===== src/rtl/machine_mode_types_1_11_pkg.sv =====
// Shared types and constants for the machine timer unit: bus offsets, register
// types, bus FSM states and the address decode helper.
package machine_mode_types_1_11_pkg;

  typedef logic [63:0] mtime_t;
  typedef logic [31:0] mtimeh_t;
  typedef logic [63:0] mtimecmp_t;
  typedef logic [15:0] presc_cnt_t;

  localparam mtimecmp_t MTIMECMP_RST_DEFAULT = 64'hFFFF_FFFF_FFFF_FFFF;

  typedef enum logic [4:0] {
    OFF_MTIME     = 5'h00,
    OFF_MTIMEH    = 5'h04,
    OFF_MTIMECMP  = 5'h08,
    OFF_MTIMECMPH = 5'h0C,
    OFF_MSIP      = 5'h10
  } timer_offset_t;

  typedef logic [0:0] bus_state_t;
  localparam bus_state_t IDLE = 1'b0;
  localparam bus_state_t RESP = 1'b1;

  // Only the five word-aligned offsets are mapped, so misaligned addresses fall out here too.
  function automatic logic addr_mapped(input logic [4:0] a);
    logic hit;
    case (a)
      OFF_MTIME, OFF_MTIMEH, OFF_MTIMECMP, OFF_MTIMECMPH, OFF_MSIP: hit = 1'b1;
      default: hit = 1'b0;
    endcase
    return hit;
  endfunction

endpackage


===== src/rtl/machine_timer_unit_prescaler.sv =====
// Free-running divider: tick is high during the cycle the count sits at PRESCALE-1.
// clear restarts the count from 0 on the next edge.
module timer_prescaler
  import machine_mode_types_1_11_pkg::*;
#(
  parameter int unsigned PRESCALE = 16
) (
  input  logic CLK,
  input  logic RST,
  input  logic clear,
  output logic tick
);

  localparam presc_cnt_t LAST = presc_cnt_t'(PRESCALE - 32'd1);

  presc_cnt_t count;

  assign tick = (count == LAST);

  // Counter wraps on tick; with PRESCALE=1 it stays at 0 and ticks every cycle.
  always_ff @(posedge CLK or posedge RST) begin
    if (RST) begin
      count <= 16'd0;
    end else if (clear || tick) begin
      count <= 16'd0;
    end else begin
      count <= count + 16'd1;
    end
  end

endmodule


===== src/rtl/machine_timer_unit.sv =====
// Memory-mapped mtime/mtimecmp/msip unit with a one-cycle-latency bus handshake.
// Optional macro MTIME_ATOMIC_READ_EN adds a shadow of mtime[63:32] captured on mtime reads.
module machine_timer_unit
  import machine_mode_types_1_11_pkg::*;
#(
  parameter int unsigned PRESCALE     = 16,
  parameter logic [63:0] MTIMECMP_RST = MTIMECMP_RST_DEFAULT
) (
  input  logic        CLK,
  input  logic        RST,
  input  logic        req,
  input  logic        wen,
  input  logic [4:0]  addr,
  input  logic [31:0] wdata,
  output logic        ack,
  output logic        err,
  output logic [31:0] rdata,
  output logic [63:0] mtime_out,
  output logic        mtip,
  output logic        msip
);

  bus_state_t state;
  mtime_t     mtime;
  mtimecmp_t  mtimecmp;
  logic       tick;
  logic       accept;
  logic       mapped;
  logic       wr_mtime_lo;
  logic       wr_mtime_hi;
  logic       wr_cmp_lo;
  logic       wr_cmp_hi;
  logic       wr_msip;
  logic       timer_write;
  logic [31:0] rd_val;

`ifdef MTIME_ATOMIC_READ_EN
  mtimeh_t shadow_hi;
  logic    shadow_valid;
`endif

  assign accept      = (state == IDLE) && req;
  assign mapped      = addr_mapped(addr);
  assign wr_mtime_lo = accept && wen && (addr == OFF_MTIME);
  assign wr_mtime_hi = accept && wen && (addr == OFF_MTIMEH);
  assign wr_cmp_lo   = accept && wen && (addr == OFF_MTIMECMP);
  assign wr_cmp_hi   = accept && wen && (addr == OFF_MTIMECMPH);
  assign wr_msip     = accept && wen && (addr == OFF_MSIP);
  assign timer_write = wr_mtime_lo || wr_mtime_hi;
  assign mtime_out   = mtime;

  timer_prescaler #(.PRESCALE(PRESCALE)) u_prescaler (
    .CLK   (CLK),
    .RST   (RST),
    .clear (timer_write),
    .tick  (tick)
  );

  // Read mux over pre-edge register values.
  always_comb begin
    rd_val = 32'd0;
    case (addr)
      OFF_MTIME:     rd_val = mtime[31:0];
`ifdef MTIME_ATOMIC_READ_EN
      OFF_MTIMEH:    rd_val = shadow_valid ? shadow_hi : mtime[63:32];
`else
      OFF_MTIMEH:    rd_val = mtime[63:32];
`endif
      OFF_MTIMECMP:  rd_val = mtimecmp[31:0];
      OFF_MTIMECMPH: rd_val = mtimecmp[63:32];
      OFF_MSIP:      rd_val = {31'd0, msip};
      default:       rd_val = 32'd0;
    endcase
  end

  // Bus handshake: accept in IDLE, pulse ack for one cycle in RESP.
  always_ff @(posedge CLK or posedge RST) begin
    if (RST) begin
      state <= IDLE;
      ack   <= 1'b0;
      err   <= 1'b0;
      rdata <= 32'd0;
    end else begin
      case (state)
        IDLE: begin
          if (accept) begin
            state <= RESP;
            ack   <= 1'b1;
            err   <= ~mapped;
            rdata <= (wen || !mapped) ? 32'd0 : rd_val;
          end
        end
        RESP: begin
          state <= IDLE;
          ack   <= 1'b0;
          err   <= 1'b0;
          rdata <= 32'd0;
        end
        default: begin
          state <= IDLE;
          ack   <= 1'b0;
          err   <= 1'b0;
          rdata <= 32'd0;
        end
      endcase
    end
  end

  // A bus write to either half suppresses that cycle's increment entirely, carry included.
  always_ff @(posedge CLK or posedge RST) begin
    if (RST) begin
      mtime <= 64'd0;
    end else if (wr_mtime_lo) begin
      mtime[31:0] <= wdata;
    end else if (wr_mtime_hi) begin
      mtime[63:32] <= wdata;
    end else if (tick) begin
      mtime <= mtime + 64'd1;
    end
  end

  // Compare register and software interrupt bit.
  always_ff @(posedge CLK or posedge RST) begin
    if (RST) begin
      mtimecmp <= MTIMECMP_RST;
      msip     <= 1'b0;
    end else begin
      if (wr_cmp_lo) mtimecmp[31:0]  <= wdata;
      if (wr_cmp_hi) mtimecmp[63:32] <= wdata;
      if (wr_msip)   msip            <= wdata[0];
    end
  end

  // Timer interrupt compares the settled register values, so it lags its cause by one cycle.
  always_ff @(posedge CLK or posedge RST) begin
    if (RST) begin
      mtip <= 1'b0;
    end else begin
      mtip <= (mtime >= mtimecmp);
    end
  end

`ifdef MTIME_ATOMIC_READ_EN
  // Shadow of the upper half, armed by an mtime read and consumed by the next mtimeh read.
  always_ff @(posedge CLK or posedge RST) begin
    if (RST) begin
      shadow_hi    <= 32'd0;
      shadow_valid <= 1'b0;
    end else if (accept && !wen && (addr == OFF_MTIME)) begin
      shadow_hi    <= mtime[63:32];
      shadow_valid <= 1'b1;
    end else if ((accept && !wen && (addr == OFF_MTIMEH)) || timer_write) begin
      shadow_valid <= 1'b0;
    end
  end
`endif

endmodule


===== config.mk =====
export PLATFORM = sky130hd
export DESIGN_NAME = machine_timer_unit
export DESIGN_NICKNAME = d
export VERILOG_FILES = /design/src/rtl/machine_mode_types_1_11_pkg.sv /design/src/rtl/machine_timer_unit_prescaler.sv /design/src/rtl/machine_timer_unit.sv
export SDC_FILE = /design/constraint.sdc
export NUM_CORES = 1
export LEC_CHECK = 0
export CAP_MARGIN = 20
export CORE_MARGIN = 3
export CORE_UTILIZATION = 60
export DETAILED_ROUTE_END_ITERATION = 16
export PLACE_DENSITY_LB_ADDON = 0.12
export RECOVER_POWER = 100
export SKIP_LAST_GASP = 1
export SLEW_MARGIN = 20
export SYNTH_ARGS = -nofsm -noshare
export SYNTH_HDL_FRONTEND = slang
export SYNTH_HIERARCHICAL = 1
export SYNTH_SLANG_ARGS = --single-unit
export TNS_END_PERCENT = 20

===== constraint.sdc =====
create_clock -name CLK -period 10.5 [get_ports CLK]
set_input_delay 1.05 -clock CLK [delete_from_list [all_inputs] [get_ports CLK]]
set_output_delay 1.05 -clock CLK [all_outputs]
set_load 0.02 [all_outputs]

## Word-level counts from Yosys, hierarchy flattened

Index checks and enable logic that the tools add are counted.

| word-level totals | value |
|---|---|
| logic and storage cells | 57 |
| input port bits | 41 |
| output and inout port bits | 100 |
| register bits | 181 |

| cells by class | value |
|---|---|
| muxes and demuxes | 16 |
| add/subtract/negate cells | 2 |
| reduce and logical (&&, ||, !) cells | 17 |
| eq/ne operators | 7 |
| magnitude comparators | 1 |
| bitwise operators | 3 |

Operators by type and width:

| cell | number |
|---|---|
| $mux W32 | 5 |
| $pmux W32 S5 | 1 |
| $add A64 B1 Y64 const B | 1 |
| $ge A64 B64 Y1 | 1 |
| $mux W64 | 1 |
| $pmux W32 S2 | 1 |
| $add A16 B1 Y16 const B | 1 |
| $eq A16 B4 Y1 const B | 1 |
| $mux W16 | 1 |
| $eq A5 B4 Y1 const B | 2 |
| $logic_and A1 B1 Y1 | 7 |
| $pmux W1 S2 | 3 |
| $eq A5 B3 Y1 const B | 1 |
| $eq A5 B5 Y1 const B | 1 |
| $logic_not A5 Y1 | 1 |
| $reduce_or A5 Y1 | 1 |
| $mux W1 | 4 |
| $ne A2 B2 Y1 const B | 2 |
| $reduce_and A2 Y1 | 2 |
| $reduce_bool A2 Y1 | 2 |
| $logic_or A1 B1 Y1 | 3 |
| $not A1 Y1 | 3 |
| $logic_not A1 Y1 | 1 |

## Longest topological paths before layout

Gate-level depths: netlist of run 1.

| logic depth | value |
|---|---|
| depth in word-level cells | 8 |
| depth in mapped cells | 10 |
| gate-level depth less buffers | 8 |

## Cells and area by module

Netlist of run 1, hierarchy kept.

By module, submodules not included:

| module | area each (µm²) | sequential area each (µm²) | times used | cells an instance |
|---|---|---|---|---|
| machine_timer_unit | 9869.5 | 4209.0 | 1 | 921 |
| timer_prescaler | 790.8 | 400.4 | 1 | 81 |

## Least setup slack after synthesis of run 1

Ideal clock, no wire load.

| path | value |
|---|---|
| kind | input to register |
| start | input port addr[1] |
| end | register mtime[22], in the netlist mtime_out[22] |
| arrival time | 2720 ps |
| buffers on the path | 2 |
| library setup time | 137 ps |
| cell stages on the path | 8 |
| data required time | 10363 ps |
| setup slack | 7643 ps |
| cells stage by stage | or3b_1 > clkbuf_2 > or4_1 > clkbuf_1 > nand4_1 > nand2b_1 > xor2_1 > a21oi_1 |

| on the way | value |
|---|---|
| word-level cells in the longest chain between the ends | 4 |
| elaborated cells on any way between the ends | 8 |
| classes of those cells | 2 x eq/ne; 1 x mux; 5 x reduce/logical |

Ends and longest elaborated chain:

| item | RTL line | source |
|---|---|---|
| start: declaration | machine_timer_unit.sv:13 | `input logic [4:0] addr,` |
| $eq A5 B3 Y1 or $logic_not A5 Y1 (tied branches) | machine_timer_unit.sv:45, machine_timer_unit.sv:44 |  |
| $logic_and A1 B1 Y1 (on tied branches) | machine_timer_unit.sv:45, machine_timer_unit.sv:44 |  |
| $ne A2 B2 Y1 (no line) or $reduce_bool A2 Y1 (tied branches) | - |  |
| $reduce_and A2 Y1 (no line) | - |  |
| end signal: assignment | machine_timer_unit.sv:114 | `mtime[31:0] <= wdata;` |
| end signal: assignment | machine_timer_unit.sv:118 | `mtime <= mtime + 64'd1;` |
| end: declaration | machine_timer_unit.sv:24 | `mtime_t mtime;` |

Parallel ways exist; a longest one is shown, timed or not.
A chain may end at the register's enable or synchronous reset.

## Worst setup path in the final report of run 1

| path | value |
|---|---|
| start | input port addr[2] |
| end | register mtime[43], in the netlist mtime_out[43] |

| on the way | value |
|---|---|
| word-level cells in the longest chain between the ends | 4 |
| elaborated cells on any way between the ends | 8 |
| classes of those cells | 1 x eq/ne; 1 x mux; 1 x bitwise; 5 x reduce/logical |

Ends and longest elaborated chain:

| item | RTL line | source |
|---|---|---|
| $eq A5 B3 Y1 or $logic_not A5 Y1 (tied branches) | machine_timer_unit.sv:45, machine_timer_unit.sv:44 |  |
| $logic_and A1 B1 Y1 (on tied branches) | machine_timer_unit.sv:45, machine_timer_unit.sv:44 |  |
| $reduce_bool A2 Y1 (no line) or $not A1 Y1 (tied branches) | - |  |
| $reduce_and A2 Y1 (no line) | - |  |
| end signal: assignment | machine_timer_unit.sv:116 | `mtime[63:32] <= wdata;` |
| end signal: assignment | machine_timer_unit.sv:118 |  |

Parallel ways exist; a longest one is shown, timed or not.

==> results.yml, run 1 <==
outcome:
  status: "finished, violations left"
  violations: "max-capacitance violations, max-slew violations"
routing:
  vias: 8693
  drc: 0
  post_drt_wl_per_cell_um: 21.1
  dr.first_iter.drc_count: 739
  via_per_inst: 6.35
  dr.pass1.iters: 5
  antenna_left: 0
  routed_wl_um: 28900
final_layout:
  multiInputGateArea_um2: 5570
  area_growth_pct: 20.7
  fillers: 1252
  layout.nets: 1237
  antenna_cells: 0
  seqCellArea_um2: 4610
  drive_gt1_frac: 0.189
  stdcell_count: 1368
critical_path:
  timing.rr.start: "state"
  crit_chain: "buf_2 -> clkbuf_1 -> inv_1 -> nor4_1 -> clkbuf_1 -> nor2_1 -> nor4_1 -> xnor2_1 -> a21oi_1"
  startpoint_type: "primary input"
  crit_type: "in -> reg"
  slowest_delay_ps: 2080
  r2r_end: "mtime_out[43]"
  worst_ep_arrival_time_ps: 6470
  crit_fanout: 41
  reg2reg_slack_ps: 6720
  endpoint_kind: "flop"
  reg2reg_depth: 7
  cpMaxStageDelayCell: "clkbuf_1"
  crit_required_ps: 10760
synthesis:
  synthArstFlopShare: 1.00
  syn_area_um2: 10700
  ys_ff_latch: 181
  synth_area_leaders: "dfrtp_1 (27%), dfstp_2 (16%), ha_1 (7.7%)"
  yosysSeqAreaShare: 0.432
  synth.top_cell.area_share: 0.275
  yosysMostFrequentCell: "dfrtp_1"
  synth_edf_count: 0
  synthFlopType: "dfrtp_1"
  synth_top_area_cell: "dfrtp_1"
  syn_inst: 1002
  synthesis.nets: 1109
  synth.top_cells.by_count: "dfrtp_1 (117), nor2_1 (91), inv_1 (76)"
  yosysWarnings: 6
  ys_types: 62
  synth_area_per_cell_um2: 10.6
global_routing:
  track_usage: 0.301
  grt_max_degree: 89
  grt_remaining_overflow: 0
  grt_pass1_wl_um: 46900
  antenna_found_initial: 0
  grt_pass1_vias: 8536
floorplan:
  coreArea_um2: 17400
  die_w_um: 139
  initial_core_util: 0.614
  die_h_um: 139
  rows: 48
  die_area_um2: 19400
  io_pins: 141
timing:
  finalCritPeriodShare: 0.592
  tightest_slew_ps: 3850
  slew_headroom: -1.58
  tns_ps: 0
  maxSlewViolCount: 206
  holdWs_ps: 473
  fin_crit_ps: 6220
  hold_viol_final: 0
  rsz0062_at_grt: "false"
  setup_violations: 0
  skew_ps: 8.97
  fmax_mhz: 161
clock_tree:
  holdBufCountCts: 0
  numCtsBuffers: 17
  post_cts.repair.setup_buffers: 0
  clockRootBuffer: "clkbuf_16"
  ctsResizeCount: 0
  cts_sinks: 181
  insertion_delay_ps: 440
  clk_path_buf_depth: 2
  cts.clk_slew.worst_paths_ps: 70
  cts_tree: "built"
  htree_levels: 4
job:
  drv_cap: 5
place:
  dpl.hpwl_um: 19800
  numPortBuffers: 140
  placed_cells: 1336
  gp_routability_congestion: 0.922
power:
  power.total_mw: 2.25
  powerDensity_nw_per_um2: 175
  power.leakage_nw: 5.57
  ir_worst_vdd_mv: 0.128
hold_path:
  hp-class: "reg -> reg"
  worstHoldStart: "rdata[0]"
  min_to: "rdata[0]"
  whs_path_depth: 2
[area by class of cell]
cell class | count | area share
multi-input cells | 702 | 0.433
flip-flops and latches | 181 | 0.358
repair buffers | 152 | 0.113
clock buffers | 20 | 0.0363
inverters | 76 | 0.0223
well taps | 225 | 0.0219
clock inverters | 12 | 0.0156
[logic make-up after synthesis]
logic type	Yosys count	share of synthesized area
adder cells (fa/ha/maj)	66	0.0775
AO/OA/AOI/OAI	162	0.0999
multiplexers	102	0.141
XOR/XNOR	64	0.0526
AND/OR/NAND/NOR	308	0.152
buffers and inverters	119	0.0445
flip-flops	181	0.432
[flip-flops by register name (all words and copies together) (netlist names)]
name               cells
err                    1
mtimecmp              64
mtip                   1
msip                   1
ack                    1
state                  1
rdata                 32
u_prescaler/count     16
mtime_out             64
[power breakdown]
group | leakage (nW) | internal (mW) | switching [mW]
registers | 2.21 | 0.811 | 0.141
logic | 3.05 | 0.273 | 0.300
clock network | 0.318 | 0.441 | 0.281
[worst max path at each step]
stage                     cells after the start     from  slack (ps)             to
final                                         9  addr[2]        4280  mtime_out[43]
after global routing                          9  addr[2]        3690  mtime_out[43]
after CTS                                     6      req        6890   mtimecmp[27]
after detailed placement                      6      req        6450   mtimecmp[27]
after global placement                        6      req        6550   mtimecmp[25]
after floorplan                               1      RST        5090            ack
[per-stage QoR]
| stage | worst slack [ps] | utilization | cell area [um2] |
|---|---|---|---|
| after floorplan | 5090 | - | 10700 |
| after global placement | 6550 | 0.706 | 12300 |
| after detailed placement | 6450 | 0.706 | 12300 |
| after CTS | 6890 | 0.745 | 12900 |
| after global routing | 3690 | 0.741 | 12900 |
| final | 4280 | 0.741 | 12900 |
[critical path: cells and delay by family]
family	cells	cell delay, ps
AO/OA/AOI/OAI	1	80
XOR/XNOR	1	170
buffers and inverters	4	3860
AND/OR/NAND/NOR	3	1270
[per-layer routing]
metal	GRT usage	wire, um
met1	0.428	12700
met2	0.473	13600
met3	0.0615	2140
met4	0.0922	533
met5	0	0
[placed cells by master (no fill, tap or decap), types with 24 or more instances in the layout]
cell type        count
dfrtp_1            117
mux2_2              67
o21ai_0             28
ha_1                66
dlygate4sd3_1      102
a21oi_1             61
nand4_1             24
nand3_1             37
a22o_1              31
nor2_1              90
nand2_1             60
clkdlybuf4s50_1     36
xnor2_1             41
mux4_2              32
inv_1               75
dfstp_2             63
Power figures use the tool's default switching activity.
==> inputs of run 2 (changes only) <==
--- a/config.mk
+++ b/config.mk
@@ -7,7 +7,7 @@
 export LEC_CHECK = 0
 export CAP_MARGIN = 20
 export CORE_MARGIN = 3
-export CORE_UTILIZATION = 60
+export CORE_UTILIZATION = 56
 export DETAILED_ROUTE_END_ITERATION = 16
 export PLACE_DENSITY_LB_ADDON = 0.12
 export RECOVER_POWER = 100
==> constraint.sdc (replaced) <==
create_clock -name CLK -period 6.4 [get_ports CLK]
set_input_delay 0.64 -clock CLK [delete_from_list [all_inputs] [get_ports CLK]]
set_output_delay 0.64 -clock CLK [all_outputs]
set_load 0.02 [all_outputs]
==> results.yml, run 2 (synthesis results as in run 1) <==
floorplan:
  initial_core_util: 0.582
  die_h_um: 144
  die_w_um: 144
  coreArea_um2: 18300
  rows: 49
  io_pins: 141
  die_area_um2: 20700
routing:
  wl_met1_um: 13300
  routed_wl_um: 29300
  antenna_left: 0
  dr_wl_met3_um: 1950
  dr.pass1.iters: 5
  drc: 0
  post_drt_wl_per_cell_um: 21.3
  via_per_inst: 6.19
  dr_wl_met2_um: 13600
  dr.first_iter.drc_count: 679
  vias: 8491
  route.top_layer_used: "met4"
timing:
  hold_viol_final: 0
  finalCritPeriodShare: 0.681
  skew_ps: 7.10
  tightest_slew_ps: 1890
  slew_headroom: -0.263
  fin_crit_ps: 4360
  worst_slack_ps: 2040
  tns_ps: 0
  setup_violations: 0
  fmax_mhz: 229
  holdWs_ps: 489
  maxSlewViolCount: 32
  rsz0062_at_grt: "false"
hold_path:
  whs_path_depth: 1
  worstHoldStart: "u_prescaler/count[0]"
  hp-class: "reg -> reg"
  min_to: "u_prescaler/count[0]"
final_layout:
  layout_commonest_cell: "dfrtp_1"
  fin_util: 0.698
  layout.nets: 1237
  area_growth_pct: 20.1
  drive_gt1_frac: 0.182
  fillers: 1392
  most-common-layout-cells: "dfrtp_1 (117), dlygate4sd3_1 (102), nor2_1 (90)"
  stdcell_area_um2: 12800
  stdcell_count: 1372
  antenna_cells: 0
  multiInputGateArea_um2: 5580
  seqCellArea_um2: 4610
clock_tree:
  cts_tree: "built"
  htree_levels: 4
  holdBufCountCts: 0
  numCtsBuffers: 17
  cts.clk_slew.worst_paths_ps: 60
  clk_path_buf_depth: 2
  clockRootBuffer: "clkbuf_16"
  insertion_delay_ps: 430
  cts_sinks: 181
  post_cts.repair.setup_buffers: 0
  ctsResizeCount: 0
power:
  clock_power_share: 0.291
  power.leakage_nw: 5.52
  intPower_mw: 2.38
  pwr-share-seq: 0.442
  combinationalPowerShare: 0.267
  switchingPower_mw: 1.16
  ir_worst_vdd_mv: 0.204
  powerDensity_nw_per_um2: 276
  power.total_mw: 3.54
  p_sw_frac: 0.328
place:
  dpl.hpwl_um: 20600
  placed_cells: 1339
  place_area_um2: 12300
  numPortBuffers: 140
  pre_cts_slack_ps: 2610
  gp_routability_congestion: 0.849
critical_path:
  slowest_delay_ps: 970
  reg2reg_slack_ps: 2480
  crit_required_ps: 6730
  cpMaxStageDelayCell: "clkbuf_1"
  timing.rr.start: "u_prescaler/count[8]"
  startpoint_type: "primary input"
  crit_family: "buffers and inverters"
  worst_ep_arrival_time_ps: 4690
  endpoint_kind: "flop"
  path_common_cell: "clkbuf_1"
  reg2reg_depth: 8
  crit_fanout: 24
  crit_chain: "clkbuf_1 -> inv_1 -> nor4_4 -> clkbuf_1 -> nor2_1 -> or4_1 -> a211oi_1"
  path_buf_inv: 3
  r2r_end: "mtime_out[63]"
  crit_type: "in -> reg"
global_routing:
  grt_remaining_overflow: 0
  antenna_found_initial: 0
  grt_pass1_vias: 8439
  grt_max_degree: 111
  grt_pass1_wl_um: 46900
  track_usage: 0.291
job:
  drv_cap: 2
outcome:
  status: "finished, violations left"
  violations: "max-capacitance violations, max-slew violations"
-- run 2: cell type report --
class / instances / area share
repair buffers: 152 / 0.115
inverters: 76 / 0.0224
well taps: 229 / 0.0224
clock buffers: 27 / 0.0377
multi-input cells: 702 / 0.436
flip-flops and latches: 181 / 0.360
clock inverters: 5 / 0.00587
-- run 2: how the worst max path moves through the flow --
stage	startpoint	end	cells past startpoint
2_1_floorplan	RST	ack	1
3_3_place_gp	wen	mtime_out[57]	7
3_5_place_dp	wen	mtime_out[57]	7
4_1_cts	wen	mtime_out[57]	7
5_1_grt	addr[2]	mtime_out[15]	6
6_report	addr[2]	mtime_out[57]	7
-- run 2: routing by layer --
| layer | GRT usage | vias up |
|---|---|---|
| li1 | - | 3899 |
| met1 | 0.428 | 4237 |
| met2 | 0.451 | 322 |
| met3 | 0.0483 | 33 |
| met4 | 0.0803 | 0 |
| met5 | 0 | - |
-- run 2: power by group through the flow --
| stage | Sequential (mW) | Combinational, mW | Clock, mW |
|---|---|---|---|
| 2_1_floorplan | 1.59 | 0.536 | 0 |
| 3_3_place_gp | 1.57 | 0.937 | 0 |
| 3_5_place_dp | 1.58 | 0.958 | 0 |
| 4_1_cts | 1.56 | 0.969 | 1.04 |
| 5_1_grt | 1.59 | 1.04 | 1.09 |
| 6_report | 1.56 | 0.944 | 1.03 |
==> inputs of run 3 (changes only) <==
--- a/config.mk
+++ b/config.mk
@@ -7,7 +7,7 @@
 export LEC_CHECK = 0
 export CAP_MARGIN = 20
 export CORE_MARGIN = 3
-export CORE_UTILIZATION = 56
+export CORE_UTILIZATION = 51
 export DETAILED_ROUTE_END_ITERATION = 16
 export PLACE_DENSITY_LB_ADDON = 0.12
 export RECOVER_POWER = 100
==> constraint.sdc (replaced) <==
create_clock -name CLK -period 3.74 [get_ports CLK]
set_input_delay 0.374 -clock CLK [delete_from_list [all_inputs] [get_ports CLK]]
set_output_delay 0.374 -clock CLK [all_outputs]
set_load 0.02 [all_outputs]
==> results.yml, run 3 (synthesis results as in run 1) <==
hold_path:
  hp-class: "reg -> reg"
  worstHoldStart: "ack"
  min_to: "ack"
  whs_path_depth: 2
floorplan:
  die_h_um: 151
  die_area_um2: 22700
  coreArea_um2: 20400
  rows: 52
  io_pins: 141
  die_w_um: 151
  initial_core_util: 0.523
final_layout:
  antenna_cells: 0
  drive_gt1_frac: 0.191
  area_growth_pct: 21.0
  layout_commonest_cell: "dfrtp_1"
  fin_util: 0.633
  layout.nets: 1244
  most-common-layout-cells: "dfrtp_1 (117), dlygate4sd3_1 (102), nor2_1 (90)"
timing:
  rsz0062_at_grt: "false"
  tightest_slew_ps: 2690
  finalCritPeriodShare: 0.836
  skew_ps: 11.3
  holdWs_ps: 487
  tns_ps: 0
  hold_viol_final: 0
  maxSlewViolCount: 167
  fin_crit_ps: 3120
  fmax_mhz: 320
  slew_headroom: -0.791
  setup_violations: 0
power:
  powerDensity_nw_per_um2: 475
  power.leakage_nw: 5.56
  ir_worst_vdd_mv: 0.292
critical_path:
  timing.rr.start: "u_prescaler/count[12]"
  crit_chain: "or4_1 -> nor4_2 -> o31a_1 -> nand3_1 -> or4_1 -> nor4_1 -> mux2i_1"
  path_buf_inv: 0
  reg2reg_depth: 7
  crit_type: "reg -> reg"
  path_common_cell: "or4_1"
  crit_family: "simple AND/OR/NAND/NOR gates"
  endpoint_kind: "flop"
  reg2reg_slack_ps: 620
  crit_required_ps: 4100
  crit_fanout: 6
  cpMaxStageDelayCell: "or4_1"
  r2r_end: "mtime_out[60]"
  slowest_delay_ps: 570
  startpoint_type: "flop"
  worst_ep_arrival_time_ps: 3490
clock_tree:
  htree_levels: 4
  post_cts.repair.setup_buffers: 0
  holdBufCountCts: 0
  numCtsBuffers: 17
  cts_sinks: 181
  clockRootBuffer: "clkbuf_16"
  cts_tree: "built"
  cts.clk_slew.worst_paths_ps: 70
  clk_path_buf_depth: 2
  insertion_delay_ps: 430
  ctsResizeCount: 0
routing:
  post_drt_wl_per_cell_um: 21.0
  via_per_inst: 5.99
  dr.pass1.iters: 5
  vias: 8501
  drc: 0
  routed_wl_um: 29800
  dr.first_iter.drc_count: 556
  antenna_left: 0
global_routing:
  met1_usage: 0.395
  grt_pass1_wl_um: 47500
  track_usage: 0.271
  top_usage_layer: "met2"
  antenna_found_initial: 0
  met3_usage: 0.0638
  grt_max_degree: 104
  grt_pass1_vias: 8449
  gr-usage-met2: 0.410
  grt_remaining_overflow: 0
place:
  gp_routability_congestion: 0.917
  dpl.hpwl_um: 21200
  numPortBuffers: 140
job:
  drv_cap: 2
outcome:
  status: "finished, violations left"
  violations: "max-capacitance violations, max-slew violations"
-- run 3: cell types whose count changed in the layout (fill, tap and decap cells not counted), sizes merged --
cell      delta
clkinvlp     +3
bufinv       +1
clkbuf       -4
inv          +2
buf          +4
-- run 3: layout make-up --
class / instances / area, um2
Clock inverter: 11 / 155
Clock buffer: 20 / 437
Inverter: 76 / 287
Sequential cell: 181 / 4610
Timing Repair Buffer: 159 / 1520
Tap cell: 270 / 338
Multi-Input combinational cell: 702 / 5560
Fill cell: 1689 / 7460
-- run 3: worst max-delay path by stage --
stage | start | endpoint | slack, ps | cells past startpoint
2_1_floorplan | u_prescaler/count[8] | mtime_out[63] | 920 | 8
4_1_cts | u_prescaler/count[12] | mtime_out[63] | 530 | 7
6_report | u_prescaler/count[12] | mtime_out[60] | 620 | 7
3_5_place_dp | u_prescaler/count[12] | mtime_out[63] | 560 | 7
3_3_place_gp | u_prescaler/count[12] | mtime_out[63] | 670 | 7
5_1_grt | RST | mtime_out[40] | 240 | 3
-- run 3: metal layers --
layer | part of all wire | vias to the layer above
met5 | 0 | -
met4 | 0.019 | 0
met3 | 0.072 | 33
met2 | 0.46 | 300
met1 | 0.45 | 4256
li1 | - | 3912
-- run 3: where the power goes --
part / total, mW / internal (mW) / leakage, nW / switching [mW]
combinational: 1.63 / 0.771 / 3.07 / 0.858
sequential: 2.67 / 2.28 / 2.21 / 0.392
clock: 1.83 / 1.06 / 0.279 / 0.779
total: 6.13 / 4.10 / 5.56 / 2.03
-- run 3: worst register-to-register path, stage by stage (launching register included) --
cell and delay [ps]:
dfrtp_1 430, or4_1 570, nor4_2 440, o31a_1 330, nand3_1 150, or4_1 560, nor4_1 340, mux2i_1 230
-- run 3: stage by stage --
| stage | setup slack [ps] | instances | cell area (um2) | total power [mW] |
|---|---|---|---|---|
| floorplan | 921 | 1002 | 10700 | 3.64 |
| global placement | 668 | 1388 | 12400 | 4.32 |
| detailed placement | 561 | 1388 | 12400 | 4.37 |
| CTS | 526 | 1419 | 13000 | 6.22 |
| global route | 237 | 1419 | 12900 | 6.49 |
| finish | 615 | 1419 | 12900 | 6.13 |
